## src/rtl/evm_pkg.sv

```systemverilog
// Shared definitions for the EVM ballot front end and the vote counter.
package evm_pkg;

  // Party codes carried on incr_party_vote; button bit i maps to party i+1.
  localparam logic [1:0] PARTY1 = 2'b00;
  localparam logic [1:0] PARTY2 = 2'b01;
  localparam logic [1:0] PARTY3 = 2'b10;
  localparam logic [1:0] PARTY4 = 2'b11;

  // Poll size shared with the counter block; voters_cast is 6 bits, so at most 63.
  localparam int TOTAL_VOTER_DEFAULT = 31;

  // Ballot sequencing states.
  typedef enum logic [1:0] {
    IDLE  = 2'b00,
    ARMED = 2'b01,
    CAST  = 2'b10,
    LOCK  = 2'b11
  } ballot_state_e;

  // Number of buttons currently reading as pressed.
  function automatic logic [2:0] active_count(input logic [3:0] b);
    logic [2:0] n;
    n = 3'd0;
    for (int i = 0; i < 4; i++) begin
      n = n + {2'b00, b[i]};
    end
    return n;
  endfunction

  // Party code of a single pressed button; only meaningful when exactly one bit is set.
  function automatic logic [1:0] party_code(input logic [3:0] b);
    logic [1:0] c;
    c = PARTY1;
    case (b)
      4'b0001: c = PARTY1;
      4'b0010: c = PARTY2;
      4'b0100: c = PARTY3;
      4'b1000: c = PARTY4;
      default: c = PARTY1;
    endcase
    return c;
  endfunction

endpackage

```

## src/rtl/evm_debounce.sv

```systemverilog
// Single-button debouncer: the clean output follows the raw input only after
// DEBOUNCE_CYCLES consecutive samples that differ from the current clean value.
module evm_debounce #(
  parameter int DEBOUNCE_CYCLES = 4
) (
  input  logic clk,
  input  logic reset,
  input  logic raw,
  output logic debounced
);

  // Counter only has to reach DEBOUNCE_CYCLES-1 before the clean value flips.
  localparam int CW = (DEBOUNCE_CYCLES < 2) ? 1 : $clog2(DEBOUNCE_CYCLES);
  localparam logic [CW-1:0] CNT_LAST = CW'(DEBOUNCE_CYCLES - 1);
  localparam logic [CW-1:0] CNT_ONE  = CW'(1);
  localparam logic [CW-1:0] CNT_ZERO = CW'(0);

  logic [CW-1:0] cnt_q;
  logic [CW-1:0] cnt_d;
  logic          db_q;
  logic          db_d;

  // Count disagreeing samples; any agreeing sample restarts the run.
  always_comb begin
    cnt_d = cnt_q;
    db_d  = db_q;
    if (raw != db_q) begin
      if (cnt_q == CNT_LAST) begin
        db_d  = raw;
        cnt_d = CNT_ZERO;
      end else begin
        cnt_d = cnt_q + CNT_ONE;
      end
    end else begin
      cnt_d = CNT_ZERO;
    end
  end

  // Debounce state register with synchronous reset.
  always_ff @(posedge clk) begin
    if (reset) begin
      cnt_q <= CNT_ZERO;
      db_q  <= 1'b0;
    end else begin
      cnt_q <= cnt_d;
      db_q  <= db_d;
    end
  end

  assign debounced = db_q;

endmodule

```

## src/rtl/evm_ballot_unit.sv

```systemverilog
// Voter-facing ballot front end: one armed ballot accepts exactly one clean
// single-button press and emits it as a one-cycle vote strobe for the counter.
module evm_ballot_unit
  import evm_pkg::*;
#(
  parameter int DEBOUNCE_CYCLES = 4,
  parameter int TIMEOUT_CYCLES  = 255,
  parameter int TOTAL_VOTER     = TOTAL_VOTER_DEFAULT
) (
  input  logic       clk,
  input  logic       reset,
  input  logic       mode,
  input  logic       control,
  input  logic [3:0] button,
  output logic       vote_valid,
  output logic [1:0] incr_party_vote,
  output logic       armed,
  output logic [5:0] voters_cast,
  output logic       poll_closed,
  output logic       invalid_press,
  output logic       timeout
);

  // Timer counts 0..TIMEOUT_CYCLES-1 while ARMED.
  localparam int TW = (TIMEOUT_CYCLES < 2) ? 1 : $clog2(TIMEOUT_CYCLES);
  localparam logic [TW-1:0] TIMER_LAST = TW'(TIMEOUT_CYCLES - 1);
  localparam logic [TW-1:0] TIMER_ONE  = TW'(1);
  localparam logic [TW-1:0] TIMER_ZERO = TW'(0);
  localparam logic [5:0]    VOTER_MAX  = 6'(TOTAL_VOTER);

  logic [3:0]    button_db;
  logic [2:0]    n_active;

  ballot_state_e state_q, state_d;
  logic [TW-1:0] timer_q, timer_d;
  logic [1:0]    code_q, code_d;
  logic          multi_q, multi_d;
  logic          control_q, control_d;
  logic          arm_edge_q, arm_edge_d;

  logic          vote_valid_q, vote_valid_d;
  logic [1:0]    incr_q, incr_d;
  logic          armed_q, armed_d;
  logic [5:0]    voters_q, voters_d;
  logic          poll_q, poll_d;
  logic          invalid_q, invalid_d;
  logic          timeout_q, timeout_d;

  for (genvar i = 0; i < 4; i++) begin : g_debounce
    evm_debounce #(
      .DEBOUNCE_CYCLES(DEBOUNCE_CYCLES)
    ) u_debounce (
      .clk      (clk),
      .reset    (reset),
      .raw      (button[i]),
      .debounced(button_db[i])
    );
  end

  assign n_active = active_count(button_db);

  // Arm-button rising-edge detection; the edge is registered before the FSM sees it.
  always_comb begin
    control_d  = control;
    arm_edge_d = control & ~control_q;
  end

  // Ballot sequencing: next state, timer, latched party code and event strobes.
  always_comb begin
    state_d   = state_q;
    timer_d   = timer_q;
    code_d    = code_q;
    multi_d   = 1'b0;
    invalid_d = 1'b0;
    timeout_d = 1'b0;
    case (state_q)
      IDLE: begin
        timer_d = TIMER_ZERO;
        if (arm_edge_q && mode && !poll_q && (button_db == 4'b0000)) begin
          state_d = ARMED;
        end else begin
          state_d = IDLE;
        end
      end
      ARMED: begin
        multi_d = (n_active > 3'd1);
        if (!mode) begin
          // Leaving voting mode silently abandons the ballot.
          state_d = IDLE;
          timer_d = TIMER_ZERO;
        end else if (n_active == 3'd1) begin
          // A valid press beats a timer that expires in the same cycle.
          state_d = CAST;
          code_d  = party_code(button_db);
          timer_d = TIMER_ZERO;
        end else begin
          // One invalid strobe per multi-press episode; the timer keeps running.
          if (multi_d && !multi_q) begin
            invalid_d = 1'b1;
          end else begin
            invalid_d = 1'b0;
          end
          if (timer_q == TIMER_LAST) begin
            timeout_d = 1'b1;
            state_d   = IDLE;
            timer_d   = TIMER_ZERO;
          end else begin
            timer_d = timer_q + TIMER_ONE;
          end
        end
      end
      CAST: begin
        state_d = LOCK;
      end
      LOCK: begin
        // Held buttons must be fully released before another ballot can be armed.
        if (button_db == 4'b0000) begin
          state_d = IDLE;
        end else begin
          state_d = LOCK;
        end
      end
      default: begin
        state_d = IDLE;
        timer_d = TIMER_ZERO;
      end
    endcase
  end

  // Registered outputs: vote strobe follows the CAST state, count saturates, poll closure is sticky.
  always_comb begin
    vote_valid_d = (state_q == CAST);
    armed_d      = (state_d == ARMED);
    poll_d       = poll_q | (voters_q >= VOTER_MAX);
    if (state_q == CAST) begin
      incr_d = code_q;
    end else begin
      incr_d = incr_q;
    end
    if ((state_q == CAST) && (voters_q < VOTER_MAX)) begin
      voters_d = voters_q + 6'd1;
    end else begin
      voters_d = voters_q;
    end
  end

  // State and output registers with synchronous reset.
  always_ff @(posedge clk) begin
    if (reset) begin
      state_q      <= IDLE;
      timer_q      <= TIMER_ZERO;
      code_q       <= PARTY1;
      multi_q      <= 1'b0;
      control_q    <= 1'b0;
      arm_edge_q   <= 1'b0;
      vote_valid_q <= 1'b0;
      incr_q       <= PARTY1;
      armed_q      <= 1'b0;
      voters_q     <= 6'd0;
      poll_q       <= 1'b0;
      invalid_q    <= 1'b0;
      timeout_q    <= 1'b0;
    end else begin
      state_q      <= state_d;
      timer_q      <= timer_d;
      code_q       <= code_d;
      multi_q      <= multi_d;
      control_q    <= control_d;
      arm_edge_q   <= arm_edge_d;
      vote_valid_q <= vote_valid_d;
      incr_q       <= incr_d;
      armed_q      <= armed_d;
      voters_q     <= voters_d;
      poll_q       <= poll_d;
      invalid_q    <= invalid_d;
      timeout_q    <= timeout_d;
    end
  end

  assign vote_valid      = vote_valid_q;
  assign incr_party_vote = incr_q;
  assign armed           = armed_q;
  assign voters_cast     = voters_q;
  assign poll_closed     = poll_q;
  assign invalid_press   = invalid_q;
  assign timeout         = timeout_q;

endmodule

```

## config.mk

```make
export PLATFORM = sky130hd
export DESIGN_NAME = evm_ballot_unit
export DESIGN_NICKNAME = d
export VERILOG_FILES = /design/src/rtl/evm_pkg.sv /design/src/rtl/evm_debounce.sv /design/src/rtl/evm_ballot_unit.sv
export SDC_FILE = /design/constraint.sdc
export NUM_CORES = 1
export LEC_CHECK = 0
export ABC_AREA = 1
export CORE_MARGIN = 2
export CORE_UTILIZATION = 35
export CTS_CLUSTER_SIZE = 8
export DETAILED_ROUTE_END_ITERATION = 10
export SLEW_MARGIN = 10
export SYNTH_ARGS = -nofsm -noshare
export SYNTH_HDL_FRONTEND = slang
export SYNTH_SLANG_ARGS = --single-unit
```

## constraint.sdc

```tcl
create_clock -name clk -period 4.5 [get_ports clk]
set_input_delay 0.675 -clock clk [delete_from_list [all_inputs] [get_ports clk]]
set_output_delay 0.675 -clock clk [all_outputs]
set_load 0.03 [all_outputs]
```

==> results of run 1 <==
[power groups by stage]
stage	logic, µW	registers, µW	clock network (µW)
after CTS	37.7	364	352
final	36.7	364	339
after global routing	43.6	365	364
after floorplan	24.0	372	0
after detailed placement	37.4	372	0
after global placement	36.6	372	0
[metrics by stage]
stage	total power [µW]	worst slack, ns	hold WS (ns)	area, µm²
after global routing	772.5	1.868	0.4124	2251
after global placement	408.5	2.112	0.3768	2122
final	739.2	2.071	0.3931	2251
after floorplan	396.3	2.271	0.3744	1862
after CTS	753.0	2.046	0.3976	2251
after detailed placement	409.5	2.110	0.3846	2122
[logic make-up after synthesis]
group | after synthesis | share of synthesized area
adders and majority gates | 14 | 0.09812
buffers and inverters | 33 | 0.07997
DFF | 40 | 0.4301
and+or+nand+nor | 96 | 0.2527
xor gates and xnor gates | 6 | 0.02823
AOI/OAI and AO/OA | 37 | 0.1109
[flip-flops by register name, indices dropped and copies added (netlist names), 2 cells and up]
signal / cells
timer_q: 8
g_debounce.u_debounce.cnt_q: 8
g_debounce.u_debounce.debounced: 4
state_q: 2
code_q: 2
voters_cast: 6
incr_party_vote: 2
[layer usage]
| metal | track usage | up-vias | share of wire | wire, µm |
|---|---|---|---|---|
| met1 | 0.1535 | 649 | 0.48 | 1527 |
| met4 | 0.06545 | 0 | 0.020 | 62 |
| met3 | 0.03176 | 5 | 0.030 | 95 |
| met5 | 0 | - | 0 | 0 |
| li1 | - | 769 | - | - |
| met2 | 0.2018 | 16 | 0.47 | 1491 |
[worst reg2reg max path, cell delays in order (launching register included)]
cell and delay (ns):
dfxtp_1 0.43, inv_1 0.11, fa_1 0.49, inv_1 0.05, ha_1 0.19, inv_1 0.08, ha_1 0.22, inv_1 0.07
nand2_1 0.05, nor2_1 0.28, nor2_8 0.06, nand2_4 0.08, nand2_2 0.07, nand2_4 0.10, nor2_2 0.06
[cell type report]
cell class / instances / area (µm²) / share of cell area
well taps: 70 / 87.58 / 0.03891
multi-input cells: 153 / 912.1 / 0.4052
repair buffers: 20 / 200.2 / 0.08894
inverters: 29 / 121.4 / 0.05392
clock inverters: 2 / 60.06 / 0.02668
flip-flops and latches: 40 / 800.8 / 0.3558
clock buffers: 5 / 68.82 / 0.03057
[cell usage after synthesis]
cell      number
nand2_4        3
dfxtp_1       40
nand2_2        3
a41oi_1        1
nand4_1        2
a21oi_1       16
buf_6          1
xor2_1         5
and3_1         1
nand3_1        8
o21ai_0       12
nor4_1         1
inv_2          1
clkbuf_1       1
inv_1         27
nor2_1        34
nand3b_1       2
ha_1          13
o21bai_1       2
nand3_4        1
o211ai_1       4
clkinv_8       1
nor2_8         1
fa_1           1
o22ai_1        1
nor3_1         2
xnor2_1        1
nor2_2         8
a31oi_1        1
buf_4          1
clkbuf_2       1
nand2_1       30
[worst paths after layout]
kind | start | slack [ns] | cells after the start | end
max | g_debounce[3].u_debounce.debounced | 2.07 | 14 | timer_q[5]
min | control_q | 0.39 | 1 | arm_edge_q
max reg2reg | g_debounce[3].u_debounce.debounced | 2.07 | 14 | timer_q[5]
min reg2reg | control_q | 0.39 | 1 | arm_edge_q
==> results.json, run 1 <==
{
  "status": "finished clean",
  "internal-power_uw": 594.1,
  "io_pins": 21,
  "syn-num-nets": 248,
  "insertion_delay_ns": 0.29,
  "cts_tree": "done",
  "syn_to_final_growth_pct": 20.90,
  "cp-start-kind": "flop",
  "final_cells": 319,
  "dr.pass1.iters": 4,
  "finClkSkew_ns": 0.004986,
  "syn_area_um2": 1862,
  "critPathArrivalTime_ns": 2.61,
  "nets": 271,
  "grtUsageTotal": 0.1252,
  "wl_per_cell_um": 9.959,
  "grt_max_degree": 18,
  "yosysTopAreaCell": "dfxtp_1",
  "start_util": 0.3645,
  "p_leak_uw": 0.0009039,
  "drtAntennaViolNets": 0,
  "cts_resized": 0,
  "drive_above_1_share": 0.1004,
  "finalSetupViolations": 0,
  "ys_types": 32,
  "critical_path.endpoint_type": "flop",
  "cap_viol_max_count": 0,
  "ctsHoldBuffers": 0,
  "avgSynthCellArea_um2": 8.238,
  "post_drt_via_cell_ratio": 4.511,
  "overflow": 0,
  "fp-row-count": 26,
  "grt_pass1_wl_mm": 5.989,
  "die_h_um": 76.94,
  "hold_viol": 0,
  "path_buf_inv": 4,
  "critPathKind": "flop to flop",
  "power.switching_fraction": 0.1963,
  "via_count": 1439,
  "vdd_drop_max_mv": 0.1748,
  "dpl.cell_count": 312,
  "core-area_um2": 5107,
  "fin_crit_ns": 2.429,
  "die_area_um2": 5919,
  "cts_setup_buffers": 0,
  "yosysWarnings": 0,
  "clkSinkCount": 40,
  "fmax_mhz": 411.7,
  "max_stage_delay_ns": 0.49,
  "num-fill-cells": 538,
  "path_common_cell": "inv_1",
  "drtIter0Drc": 60,
  "tns_ns": 0,
  "path_clk_slew_ns": 0.07,
  "critical_path.top_delay_family": "adder cells",
  "syn_inst": 226,
  "final.period_utilization": 0.5398,
  "fin_util": 0.4407,
  "worstPathRequired_ns": 4.69,
  "relSlewSlack": 0.6077,
  "wirelength_mm": 3.177,
  "cp_max_fo": 6,
  "die_x_um": 76.94,
  "remaining_drc_errors": 0,
  "seq_area_frac_synth": 0.4301,
  "cp_slowest_cell": "fa_1",
  "p_comb_frac": 0.050,
  "clkPwrFrac": 0.458,
  "root_buffer": "clkbuf_8",
  "htree_levels": 2,
  "rsz0062_at_grt": "false",
  "sequentialPowerShare": 0.492,
  "power_density_nw_per_um2": 328.4,
  "place.gp.congestion": 0.7287,
  "antenna_cells": 0,
  "cts_made_buffers": 5,
  "grt_pass1_vias": 1358,
  "final_cell_mix": "40 x dfxtp_1, 34 x nor2_1, 30 x nand2_1",
  "slew_violations": 0,
  "p_sw_uw": 145.1,
  "dp_hpwl_mm": 2.384,
  "hp-class": "flop to flop",
  "ys_ff_latch": 40,
  "crit_chain": "inv_1 -> fa_1 -> inv_1 -> ha_1 -> inv_1 -> ha_1 -> inv_1 -> nand2_1 -> nor2_1 -> nor2_8 -> nand2_4 -> nand2_2 -> nand2_4 -> nor2_2",
  "io_buffers": 20,
  "cts_buffer_depth": 2,
  "worst_pin_slew_ns": 0.5866,
  "synth_top_area_frac": 0.4301,
  "final_common_cell": "dfxtp_1",
  "antenna_found_initial": 0,
  "synth_area_leaders": "dfxtp_1 43%, ha_1 8.7%, nor2_1 6.9%, nand2_1 6.0%, inv_1 5.4%"
}
(Power assumes the default switching activity.)
==> run 2: changes to the inputs <==
- clock period: 4.5 -> 2.4 ns (I/O delays scaled with it)
==> results.json, run 2 (synthesized netlist as in run 1, its figures left out) <==
{
  "preCtsSetupSlack_ns": 0.09562,
  "p_leak_uw": 0.0009130,
  "ctsHoldBuffers": 0,
  "fin_ws_ns": 0.1728,
  "dr.pass1.iters": 4,
  "r2r_cells": 15,
  "wl_per_cell_um": 10.16,
  "die_area_um2": 5919,
  "critPathArrivalTime_ns": 2.41,
  "start_util": 0.3645,
  "syn_to_final_growth_pct": 21.30,
  "met2_usage": 0.1772,
  "vdd_drop_max_mv": 0.3252,
  "finalSetupViolations": 0,
  "cts_buffer_depth": 2,
  "busiest_layer": "met2",
  "antenna_cells": 0,
  "nets": 274,
  "path_clk_slew_ns": 0.08,
  "critical_path.endpoint_type": "flop",
  "fin_crit_ns": 2.227,
  "cts_made_buffers": 5,
  "whs_path_depth": 1,
  "htree_levels": 2,
  "post_drt_via_cell_ratio": 4.409,
  "cp-start-kind": "flop",
  "drtIter0Drc": 73,
  "insertion_delay_ns": 0.29,
  "cap_viol_max_count": 0,
  "root_buffer": "clkbuf_8",
  "cp_max_fo": 5,
  "place.gp.congestion": 0.7724,
  "io_pins": 21,
  "tns_ns": 0,
  "grt_util_met1": 0.1624,
  "fp-row-count": 26,
  "relSlewSlack": 0.6423,
  "core-area_um2": 5107,
  "worstPathRequired_ns": 2.58,
  "power_density_nw_per_um2": 571.3,
  "final.period_utilization": 0.9280,
  "drive_above_1_share": 0.1304,
  "cts_tree": "done",
  "final_cell_mix": "37 x dfxtp_1, 34 x nor2_1, 30 x nand2_1",
  "fmax_mhz": 449.0,
  "slew_violations": 0,
  "finClkSkew_ns": 0.007515,
  "dpl.cell_count": 314,
  "die_x_um": 76.94,
  "grt_pass1_wl_mm": 5.754,
  "grt_use_met3": 0.03765,
  "final_common_cell": "dfxtp_1",
  "worst_pin_slew_ns": 0.5358,
  "final_cells": 323,
  "drtAntennaViolNets": 0,
  "dp_hpwl_mm": 2.406,
  "overflow": 0,
  "via_count": 1424,
  "clkSinkCount": 40,
  "hold_viol": 0,
  "hp-class": "flop to flop",
  "critPathKind": "flop to flop",
  "grtUsageTotal": 0.1210,
  "status": "finished clean",
  "r2r_slack_ns": 0.17,
  "die_h_um": 76.94,
  "wirelength_mm": 3.282,
  "grt_pass1_vias": 1287,
  "antenna_found_initial": 0,
  "remaining_drc_errors": 0,
  "rsz0062_at_grt": "false",
  "grt_max_degree": 17,
  "io_buffers": 20
}
run 2: metrics by stage:
stage,util,hold WS (ns),total power (µW),cell area (µm²)
after floorplan,-,0.3744,743.1,1862
after CTS,0.4395,0.3985,1309,2245
final,0.4422,0.3964,1290,2258
after detailed placement,0.4184,0.3782,770.5,2137
after global placement,0.4184,0.3803,769.7,2137
after global routing,0.4422,0.4068,1350,2258
run 2: what timing repair did:
item,CTS,global route
buffers inserted,0,1
setup endpoints to repair,0,11
resized for setup,0,6
run 2: worst paths after layout:
check	endpoint	start
worst min-delay path	arm_edge_q	control_q
worst max register to register	timer_q[5]	g_debounce[0].u_debounce.debounced
worst min register to register	arm_edge_q	control_q
worst max-delay path	timer_q[5]	g_debounce[0].u_debounce.debounced
run 2: final cells by class:
cell class	instances	area [µm²]
clock inverters	2	35.03
clock buffers	6	72.57
repair buffers	23	222.7
flip-flops and latches	40	807.0
inverters	29	121.4
multi-input cells	153	912.1
fillers	533	2849
well taps	70	87.58
run 2: metal layers:
| layer | up-vias | part of all wire |
|---|---|---|
| li1 | 780 | - |
| met1 | 616 | 0.50 |
| met2 | 23 | 0.44 |
| met3 | 5 | 0.045 |
| met4 | 0 | 0.017 |
| met5 | - | 0 |
run 2: power by group:
| group | switching, µW | total [µW] | internal, µW |
|---|---|---|---|
| clock | 228 | 537 | 309 |
| sequential | 6.43 | 681 | 675 |
| combinational | 40.4 | 71.9 | 31.5 |
run 2: worst max-delay path, cell delays in order (launching register included):
cell and delay, ns:
dfxtp_2 0.36, inv_2 0.06, fa_1 0.53, inv_1 0.04
ha_1 0.19, inv_2 0.06, ha_1 0.22, inv_1 0.07
nand2_1 0.05, nor2_1 0.08, buf_4 0.14, nor2_8 0.04
nand2_4 0.07, nand2_2 0.06, nand2_4 0.10, nor2_2 0.05
==> run 3: changes to the inputs <==
- ABC_AREA: 1 -> not set
- CORE_MARGIN: 2 -> 5
- SYNTH_HIERARCHICAL: not set -> 1
==> results.json, run 3 <==
{
  "status": "finished clean",
  "wirelength_mm": 2.997,
  "sequentialPowerShare": 0.532,
  "synthAdderAreaFrac": 0.1031,
  "synth-xor-area-share": 0.06921,
  "dp_hpwl_mm": 2.204,
  "hp-class": "flop to flop",
  "overflow": 0,
  "nets": 229,
  "htree_levels": 2,
  "dr.pass1.iters": 4,
  "synth_compound_area_frac": 0.05720,
  "final_cell_mix": "38 x dfxtp_1, 24 x nor2_1, 20 x clkdlybuf4s50_1",
  "final_common_cell": "dfxtp_1",
  "cp-start-kind": "flop",
  "yosysWarnings": 6,
  "clkSinkCount": 40,
  "synthTopCellsByCount": "40 x dfxtp_1, 24 x nor2_1, 13 x ha_1",
  "slew_violations": 0,
  "worst_pin_slew_ns": 0.5741,
  "clkPwrFrac": 0.423,
  "hold_viol": 0,
  "syn-num-nets": 199,
  "grt_pass1_wl_mm": 5.409,
  "path_buf_inv": 3,
  "grt_max_degree": 22,
  "ys_types": 38,
  "syn_to_final_growth_pct": 25.92,
  "synth_area_leaders": "dfxtp_1 45%, ha_1 9.2%, nor2_1 5.1%, mux2i_1 4.5%, xnor2_1 4.0%",
  "cts_tree": "done",
  "antenna_cells": 0,
  "cp_slowest_cell": "fa_1",
  "critical_path.top_delay_family": "adder cells",
  "grt_pass1_vias": 1255,
  "p_leak_uw": 0.0008439,
  "remaining_drc_errors": 0,
  "finClkSkew_ns": 0.008626,
  "core-area_um2": 4817,
  "ys_ff_latch": 40,
  "power.switching_fraction": 0.2072,
  "yosysTopAreaCell": "dfxtp_1",
  "cts_buffer_depth": 2,
  "cap_viol_max_count": 0,
  "yosys.cell_count.top_type": "dfxtp_1",
  "synthArstFlopShare": 0,
  "drtAntennaViolNets": 0,
  "syn_inst": 177,
  "grtUsageTotal": 0.1063,
  "drtIter0Drc": 66,
  "relSlewSlack": 0.6165,
  "fin_util": 0.4631,
  "final.period_utilization": 0.9612,
  "via_count": 1270,
  "io_pins": 21,
  "start_util": 0.3678,
  "hp-start": "control_q",
  "root_buffer": "clkbuf_8",
  "avgSynthCellArea_um2": 10.01,
  "post_drt_via_cell_ratio": 4.618,
  "cp_max_fo": 3,
  "preCtsSetupSlack_ns": -0.03270,
  "drive_above_1_share": 0.1490,
  "place.gp.congestion": 0.7140,
  "path_clk_slew_ns": 0.07,
  "synth-edff-count": 0,
  "p_sw_uw": 264.1,
  "critPathLaunch": "g_debounce[0].u_debounce/debounced",
  "r2r_slack_ns": 0.09,
  "ctsHoldBuffers": 0,
  "internal-power_uw": 1011,
  "synth_top_family_by_area": "simple AND/OR/NAND/NOR gates",
  "fin_total_pwr_uw": 1275,
  "fin_crit_ns": 2.307,
  "critPathArrivalTime_ns": 2.48,
  "cts_made_buffers": 5,
  "max_stage_delay_ns": 0.53,
  "die_x_um": 81.15,
  "reg2reg_from": "g_debounce[0].u_debounce/debounced",
  "path_common_cell": "inv_2",
  "fmax_mhz": 433.5,
  "synthFlopType": "dfxtp_1",
  "synth_top_area_frac": 0.4520,
  "vdd_drop_max_mv": 0.3281,
  "syn_area_um2": 1772,
  "die_h_um": 81.15,
  "p_comb_frac": 0.044,
  "insertion_delay_ns": 0.29,
  "worstPathRequired_ns": 2.58,
  "finalSetupViolations": 0,
  "die_area_um2": 6585,
  "critPathKind": "flop to flop",
  "crit_chain": "inv_2 -> fa_1 -> inv_1 -> ha_2 -> inv_2 -> ha_4 -> or3b_4 -> nor2_4 -> mux2i_1 -> nor2_1",
  "critical_path.endpoint_type": "flop",
  "io_buffers": 20,
  "antenna_found_initial": 0,
  "fin_ws_ns": 0.09322,
  "yosys-mux-area-fraction": 0.04520,
  "seq_area_frac_synth": 0.4520,
  "power_density_nw_per_um2": 571.6,
  "fp-row-count": 25,
  "wl_per_cell_um": 10.90,
  "synthSimpleGateAreaFrac": 0.2429
}
## run 3: area by class of cell
type,count,area (µm²)
timing repair buffer,27,252.7
inverter,9,33.78
tap,67,83.83
sequential,40,803.3
clock buffer,5,68.82
fill,478,2586
clock inverter,3,42.54
multi-input combinational,124,945.9
## run 3: per-layer routing
metal	vias to the layer above	global-route usage	part of all wire
met2	30	0.1667	0.45
met1	565	0.1295	0.46
met3	8	0.03769	0.062
met4	0	0.05068	0.019
li1	667	-	-
met5	-	0	0
## run 3: what timing repair did
action / 4_1_cts / 5_1_grt
gates cloned: 0 / 0
pin swaps: 2 / 1
gates resized for setup: 1 / 7
setup endpoints to repair: 8 / 14
buffers inserted: 1 / 0
## run 3: kinds of logic after synthesis
family | Yosys count
AND/OR/NAND/NOR | 72
flip-flops | 40
XOR/XNOR | 14
adder cells (fa/ha/maj) | 14
AO/OA/AOI/OAI | 16
multiplexers | 8
buffers and inverters | 13
## run 3: final timing paths
kind | depth (start not counted) | end
max | 10 | code_q[0]
min | 1 | arm_edge_q
max reg2reg | 10 | code_q[0]
min reg2reg | 1 | arm_edge_q
## run 3: per-stage QoR
stage	TNS, ns	area (µm²)	cells	hold WS (ns)
4_1_cts	0	2207	275	0.3865
6_report	0	2231	275	0.3830
5_1_grt	-0.0004359	2231	275	0.4037
3_5_place_dp	-0.1811	2081	266	0.3788
2_1_floorplan	0	1772	177	0.3674
3_3_place_gp	0	2081	266	0.3723
## run 3: power by group through the flow
stage / Combinational (µW) / Sequential, µW / Clock [µW]
3_5_place_dp: 55.9 / 695 / 0
6_report: 56.4 / 679 / 540
5_1_grt: 64.0 / 680 / 591
4_1_cts: 56.8 / 679 / 562
2_1_floorplan: 29.5 / 695 / 0
3_3_place_gp: 55.1 / 694 / 0
